## src/rtl/alu_req_arbiter.sv

```systemverilog
// Round-robin front end that time-shares one combinational arithmetic device among
// several requesters and returns each registered result tagged with its requester ID.
module alu_req_arbiter #(
  parameter  int NUM_REQ = 2,
  parameter  int DATA_W  = 4,
  parameter  int CNT_W   = 16,
  localparam int IDW     = (NUM_REQ > 1) ? $clog2(NUM_REQ) : 1
) (
  input  logic                      clk,
  input  logic                      rst,
  input  logic [NUM_REQ-1:0]        req_valid,
  output logic [NUM_REQ-1:0]        req_ready,
  input  logic [NUM_REQ*DATA_W-1:0] req_in1,
  input  logic [NUM_REQ*DATA_W-1:0] req_in2,
  input  logic [NUM_REQ*2-1:0]      req_opcode,
  output logic [DATA_W-1:0]         dev_in1,
  output logic [DATA_W-1:0]         dev_in2,
  output logic [1:0]                dev_opcode,
  input  logic [2*DATA_W-1:0]       dev_out,
  output logic                      rsp_valid,
  input  logic                      rsp_ready,
  output logic [2*DATA_W-1:0]       rsp_data,
  output logic [IDW-1:0]            rsp_id,
  output logic                      rsp_err,
  output logic                      busy,
  output logic [CNT_W-1:0]          op_count
);

  typedef enum logic [1:0] {IDLE = 2'd0, ISSUE = 2'd1, RESP = 2'd2} state_t;

  state_t              state_q, state_d;
  logic [IDW-1:0]      rr_ptr_q, rr_ptr_d;
  logic [IDW-1:0]      grant_q, grant_d;
  logic [DATA_W-1:0]   in1_q, in1_d, in2_q, in2_d;
  logic [1:0]          opc_q, opc_d;
  logic                rsp_valid_q, rsp_valid_d;
  logic [2*DATA_W-1:0] rsp_data_q, rsp_data_d;
  logic [IDW-1:0]      rsp_id_q, rsp_id_d;
  logic                rsp_err_q, rsp_err_d;
  logic [CNT_W-1:0]    op_count_q, op_count_d;

  logic [DATA_W-1:0]   in1_arr [NUM_REQ];
  logic [DATA_W-1:0]   in2_arr [NUM_REQ];
  logic [1:0]          opc_arr [NUM_REQ];

  generate
    for (genvar gi = 0; gi < NUM_REQ; gi++) begin : g_unpack
      assign in1_arr[gi] = req_in1[gi*DATA_W +: DATA_W];
      assign in2_arr[gi] = req_in2[gi*DATA_W +: DATA_W];
      assign opc_arr[gi] = req_opcode[gi*2 +: 2];
    end
  endgenerate

  // Search starts at rr_ptr and wraps; one extra bit keeps the sum from overflowing.
  logic           any_valid;
  logic [IDW-1:0] pick;
  logic [IDW:0]   cand;

  always_comb begin
    any_valid = 1'b0;
    pick      = '0;
    cand      = '0;
    for (int k = 0; k < NUM_REQ; k++) begin
      cand = {1'b0, rr_ptr_q} + (IDW+1)'(k);
      if (cand >= (IDW+1)'(NUM_REQ)) cand = cand - (IDW+1)'(NUM_REQ);
      if (!any_valid && req_valid[cand[IDW-1:0]]) begin
        any_valid = 1'b1;
        pick      = cand[IDW-1:0];
      end
    end
  end

  logic [IDW:0] next_ptr;

  always_comb begin
    state_d     = state_q;
    rr_ptr_d    = rr_ptr_q;
    grant_d     = grant_q;
    in1_d       = in1_q;
    in2_d       = in2_q;
    opc_d       = opc_q;
    rsp_valid_d = rsp_valid_q;
    rsp_data_d  = rsp_data_q;
    rsp_id_d    = rsp_id_q;
    rsp_err_d   = rsp_err_q;
    op_count_d  = op_count_q;
    req_ready   = '0;
    next_ptr    = {1'b0, grant_q} + (IDW+1)'(1);
    if (next_ptr >= (IDW+1)'(NUM_REQ)) next_ptr = '0;
    case (state_q)
      IDLE: begin
        if (any_valid) begin
          req_ready[pick] = 1'b1;
          in1_d           = in1_arr[pick];
          in2_d           = in2_arr[pick];
          opc_d           = opc_arr[pick];
          grant_d         = pick;
          state_d         = ISSUE;
        end
      end
      ISSUE: begin
        // Divide by zero masks whatever the device produced.
        rsp_err_d   = (opc_q == 2'b11) && (in2_q == '0);
        rsp_data_d  = rsp_err_d ? '0 : dev_out;
        rsp_id_d    = grant_q;
        rsp_valid_d = 1'b1;
        state_d     = RESP;
      end
      RESP: begin
        if (rsp_ready) begin
          rsp_valid_d = 1'b0;
          op_count_d  = op_count_q + CNT_W'(1);
          rr_ptr_d    = next_ptr[IDW-1:0];
          state_d     = IDLE;
        end
      end
      default: state_d = IDLE;
    endcase
  end

  always_ff @(posedge clk) begin
    if (rst) begin
      state_q     <= IDLE;
      rr_ptr_q    <= '0;
      grant_q     <= '0;
      in1_q       <= '0;
      in2_q       <= '0;
      opc_q       <= '0;
      rsp_valid_q <= 1'b0;
      rsp_data_q  <= '0;
      rsp_id_q    <= '0;
      rsp_err_q   <= 1'b0;
      op_count_q  <= '0;
    end else begin
      state_q     <= state_d;
      rr_ptr_q    <= rr_ptr_d;
      grant_q     <= grant_d;
      in1_q       <= in1_d;
      in2_q       <= in2_d;
      opc_q       <= opc_d;
      rsp_valid_q <= rsp_valid_d;
      rsp_data_q  <= rsp_data_d;
      rsp_id_q    <= rsp_id_d;
      rsp_err_q   <= rsp_err_d;
      op_count_q  <= op_count_d;
    end
  end

  assign dev_in1    = in1_q;
  assign dev_in2    = in2_q;
  assign dev_opcode = opc_q;
  assign rsp_valid  = rsp_valid_q;
  assign rsp_data   = rsp_data_q;
  assign rsp_id     = rsp_id_q;
  assign rsp_err    = rsp_err_q;
  assign busy       = (state_q != IDLE);
  assign op_count   = op_count_q;

endmodule

```

## config.mk

```make
export PLATFORM = sky130hd
export DESIGN_NAME = alu_req_arbiter
export DESIGN_NICKNAME = d
export VERILOG_FILES = /design/src/rtl/alu_req_arbiter.sv
export SDC_FILE = /design/constraint.sdc
export NUM_CORES = 1
export LEC_CHECK = 0
export BUFFER_PORTS_ARGS = -buffer_cell sky130_fd_sc_hd__buf_4
export CAP_MARGIN = 20
export CORE_ASPECT_RATIO = 1.2
export CORE_MARGIN = 1
export CORE_UTILIZATION = 29
export DETAILED_ROUTE_END_ITERATION = 8
export PLACE_DENSITY = 0.58
export SETUP_SLACK_MARGIN = 0.3
export SYNTH_ARGS = -nofsm -noshare
export SYNTH_HDL_FRONTEND = slang
export SYNTH_SLANG_ARGS = --single-unit
```

## constraint.sdc

```tcl
create_clock -name clk -period 2.29 [get_ports clk]
set_input_delay 0.229 -clock clk [delete_from_list [all_inputs] [get_ports clk]]
set_output_delay 0.229 -clock clk [all_outputs]
set_load 0.01 [all_outputs]
```

; Yosys cells after proc, flatten, opt, wreduce, memory -nomap -nowiden
; Index checks and enable logic that the tools add are counted.
[classes]
n_addsub = 5
magnitude_cmp = 8
n_eq_ne = 5
muxes = 30
bitwise_logic = 1
n_reduce_logical = 12
[ops]
columns = cell, count
row1 = two-way mux 4 bit, 6
row2 = "adder 16 x 1 -> 16 bit, second input constant", 1
row3 = two-way mux 2 bit, 7
row4 = two-way mux 1 bit, 13
row5 = two-way mux 8 bit, 1
row6 = AND reduction 2 bit, 4
row7 = ">= comparator 2 bit, second input constant", 3
row8 = "less-than comparator 1 x 2 -> 1 bit, second input constant", 3
row9 = case mux 2 bit (3 select lines), 1
row10 = "adder 1 x 1 -> 2 bit, second input constant", 2
row11 = "equality test 2 bit, second input constant", 2
row12 = zero test 4 bit, 1
row13 = "inequality test 2 bit, second input constant", 2
row14 = nonzero test 2 bit, 2
row15 = logical AND 1 bit, 3
row16 = "equality test 2 x 1 -> 1 bit, second input constant", 1
row17 = ">= comparator 1 x 2 -> 1 bit, second input constant", 1
row18 = zero test 2 bit, 1
row19 = inverter 1 -> 2 bit, 1
row20 = case mux 1 bit (2 select lines), 1
row21 = "subtractor 1 bit, second input constant", 2
row22 = demux 1 bit (select 1 bit), 1
row23 = ">= comparator 1 bit, second input constant", 1
row24 = zero test 1 bit, 1
[word_totals]
ff_bits = 41
input_bits = 33
output_inout_bits = 40
word_cells = 72

; Depth between registers and ports, before layout
[logic_depth]
depth_word = 14
mapped_depth = 6
depth_no_buf = 5

; Worst setup path before layout
; Ideal clock, no wire load.
[synth_path]
path_type = reg-to-reg
startpoint = register op_count_q[0] (netlist: op_count[0])
endpoint = register op_count_q[14] (netlist: op_count[14])
setup_time_ns = 0.071
t_arrival_ns = 1.710
t_required_ns = 2.219
setup_slack_ns = 0.510
stages_incl_launch_ff = 6
n_path_buf = 0
period_less_slack_ns = 1.780
cell_sequence = dfxtp_1 > ha_1 > nand3_1 > or4b_4 > or3_1 > a21oi_1
[synth_via]
elab_chain_len = 1
[synth_lines]
columns = item, line_no
row1 = "start, declared", 40  ; logic [CNT_W-1:0] op_count_q, op_count_d;
row2 = "start signal, assigned", 145  ; op_count_q <= op_count_d;
row3 = adder 16 x 1 -> 16 bit, 112  ; op_count_d = op_count_q + CNT_W'(1);
; Every way passes these cells.
; A chain may end at the register's enable or synchronous reset.

; Worst setup path in the final report
[layout_path]
startpoint = register state_q[1]
endpoint = output req_ready[0]
[layout_via]
elab_chain_len = 2
[layout_lines]
columns = item, line_no
row1 = "start, declared", 31  ; state_t state_q, state_d;
row2 = "start signal, assigned", 135  ; state_q <= state_d;
row3 = zero test 2 bit, 90  ; case (state_q)
row4 = two-way mux 2 bit, 90
row5 = "end, declared", 12  ; output logic [NUM_REQ-1:0] req_ready,
; Every way passes these cells.

==> impl_metrics.csv <==
group,metric,value,unit
pwr,max-vdd-ir-drop,238.7,uV
final_layout,fillCellCount,617,
timing,setup_viol,0,
final_layout,drive_gt1_share,31.60,%
cts,post_cts_buffers,0,
final_layout,syn2layout_area_growth,40.10,%
yosys,synth_top_area_share,47.23,%
setup_path,cp-end-kind,"primary output",
setup_path,setup.worst_path.start,"state_q[1]",
detailed_routing,vias,1603,
yosys,yosys_warnings,0,
timing,worstMarginPinSlew,0.4597,ns
setup_path,crit_path_max_fanout,21,
detailed_routing,antenna_left,0,
timing,grt_setup_unrepaired,"false",
timing,setup_tns,0,ns
pwr,swShare,25.57,%
grt,grt_usage,14.07,%
cts,postCtsHoldBufs,0,
yosys,async_flop_share,0,%
timing,finalWorstSetupSlack,0.4415,ns
cts,cts_buffers,5,
yosys,yosys-top-cells-area,"dfxtp_1 (47%), nor2_1 (6.3%), mux2i_1 (5.8%), a21oi_1 (4.9%), a211oi_1 (4.3%)",
grt,grt_pass1_wl,6.851,mm
grt,grt_pass1_vias,1546,
grt,grt_max_degree,42,
pwr,seqPwrFrac,52.7,%
yosys,synth_seq_cells,41,
floorplanning,die-width,72.67,um
detailed_routing,drt-total-wl,4.092,mm
timing,finClkSkew,0.004024,ns
grt,antenna_found_initial,0,
grt,grt_util_met3,4.884,%
final_layout,n_antenna_cell,0,
detailed_routing,drc,0,
yosys,netlist_instances,198,
pwr,power.clock.fraction,30.1,%
yosys,seq_area_frac_synth,47.23,%
placed_design,hpwlAfterDp,3.006,mm
floorplanning,placementRows,30,
floorplanning,ios,73,
grt,grt.busiest_layer,"met2",
cts,path_clk_slew,0.07,ns
yosys,ys.flop_type,"dfxtp_1",
yosys,synth_area_per_cell,8.777,um2
cts,insertion_delay,0.29,ns
floorplanning,initial_core_util,30.46,%
yosys,synthTopCellsByCount,"dfxtp_1 (41), nor2_1 (29), a21oi_1 (17), nand2_1 (17), nand3_1 (12)",
setup_path,r2r_start,"op_count[1]",
yosys,synth_edf_count,0,
timing,period_share,80.72,%
yosys,yosysUniqueCellTypes,35,
final_layout,num-nets-final,302,
placed_design,place_area,2349,um2
yosys,syn_area,1738,um2
setup_path,crit_path_start_kind,"flip-flop",
outcome,status,"finished, final reports clean",
detailed_routing,drt_iter0_drc,47,
timing,post-route-min-period,1.849,ns
detailed_routing,wl_per_cell,11.72,um
timing,holdWs,0.2014,ns
pwr,power.internal,0.001102,W
timing,timing.final.max_slew_violations,0,
yosys,synth_most_common_cell,"dfxtp_1",
timing,fmax,541.0,MHz
grt,met1_usage,15.22,%
timing,hold_viol,0,
grt,met2_usage,23.96,%
final_layout,stdcell_area,2435,um2
cts,cts_root_buf,"clkbuf_8",
yosys,yosysTopAreaCell,"dfxtp_1",
floorplanning,die_h,86.80,um
run,max_cap_violations,0,
cts,cts_tree,"yes",
worst_hold_path,hold_path.startpoint,"dev_out[0]",
setup_path,crit_required,2.06,ns
cts,cts_max_level,2,
yosys,synth_nets,232,
pwr,p_switching,0.0003786,W
worst_hold_path,hold_path_class,"input port to flip-flop",
pwr,power,0.001480,W
placed_design,preCtsSetupSlack,0.4540,ns
pwr,pwr-share-comb,17.2,%
grt,grt_overflow,0,
setup_path,crit_type,"flip-flop to primary output",
placed_design,portBuffers,72,
placed_design,place_congestion,0.7718,
floorplanning,dieArea,6308,um2
timing,maxSlewHeadroom,69.36,%
pwr,p_leak,1.055,nW
detailed_routing,via_per_inst,4.593,
pwr,p_per_area,608.0,nW/um2
floorplanning,coreArea,5705,um2
setup_path,arrival,1.62,ns
cts,clockBufferDepth,2,
detailed_routing,drt_first_pass_iters,4,
cts,cts_sinks,41,
[timing repair]
action | CTS | global route
setup endpoints to repair | 0 | 1
resized for setup | 0 | 2
hold endpoints to repair | 0 | 0
[layer usage]
layer  wire length [um]  part of all wire, %
met1               1704                   42
met2               1944                   48
met3                364                  8.9
met4                 78                  1.9
met5                  0                    0
[critical path, stage by stage (launching register included)]
cell,delay (ns)
dfxtp_1,0.36
or2_2,0.35
nor2_1,0.12
buf_4,0.23
and2_1,0.15
buf_4,0.11
[cell usage in the layout, fill, tap and decap left out, drive strengths merged, types with 2 or more instances in the layout]
| master | synthesis | routed |
|---|---|---|
| nand4 | 5 | 5 |
| nand3b | 2 | 2 |
| xor2 | 4 | 4 |
| clkbuf | 8 | 8 |
| dfxtp | 41 | 41 |
| a21oi | 17 | 17 |
| xnor2 | 7 | 7 |
| and4 | 3 | 3 |
| a211oi | 10 | 10 |
| inv | 2 | 2 |
| nor3 | 3 | 3 |
| or3 | 3 | 3 |
| nor2 | 29 | 29 |
| buf | 3 | 74 |
| o21ai | 7 | 7 |
| mux2i | 10 | 10 |
| nand3 | 12 | 12 |
| nand2 | 17 | 17 |
[power groups by stage]
stage               combinational, W  clock, W  sequential, W
floorplan                   0.000116         0       0.000808
global placement            0.000258         0       0.000795
detailed placement          0.000258         0       0.000796
CTS                         0.000258  0.000471       0.000780
global route                0.000282  0.000499       0.000786
finish                      0.000255  0.000446       0.000780
[path summary, 6_finish.rpt]
path	endpoint	slack [ns]	cells past startpoint
worst max register to register	op_count[14]	0.50	5
worst min-delay path	rsp_data[0]	0.20	3
worst min register to register	rsp_data[3]	0.45	2
worst max-delay path	req_ready[0]	0.44	5
[through the flow]
stage               utilization, %  instances
floorplan                        -        198
global placement             41.16        341
detailed placement           41.16        341
CTS                          42.57        349
global route                 42.68        349
finish                       42.68        349
[cell type report]
type	count	area, um2	area share, %
Tap cell	80	100.1	4.111
Timing Repair Buffer	74	555.5	22.82
Multi-Input combinational cell	144	869.6	35.71
Inverter	2	7.507	0.3083
Sequential cell	41	822.0	33.76
Clock buffer	8	80.08	3.289
[cells by family after synthesis]
logic type,synth area share (%)
simple gates,26.06
flops,47.23
compound gates,11.66
buf+inv,3.024
xor+xnor,5.543
mux,5.760
fa+ha+maj,0.7198
[sequential cells by signal, indices dropped and copies added, names as in the netlist]
register,cells
rsp_data,8
dev_in2,4
rsp_valid,1
dev_opcode,2
op_count,16
dev_in1,4
grant_q,1
rsp_err,1
state_q,2
rsp_id,1
rr_ptr_q,1
Note: power is estimated with default switching activity, not from simulation.
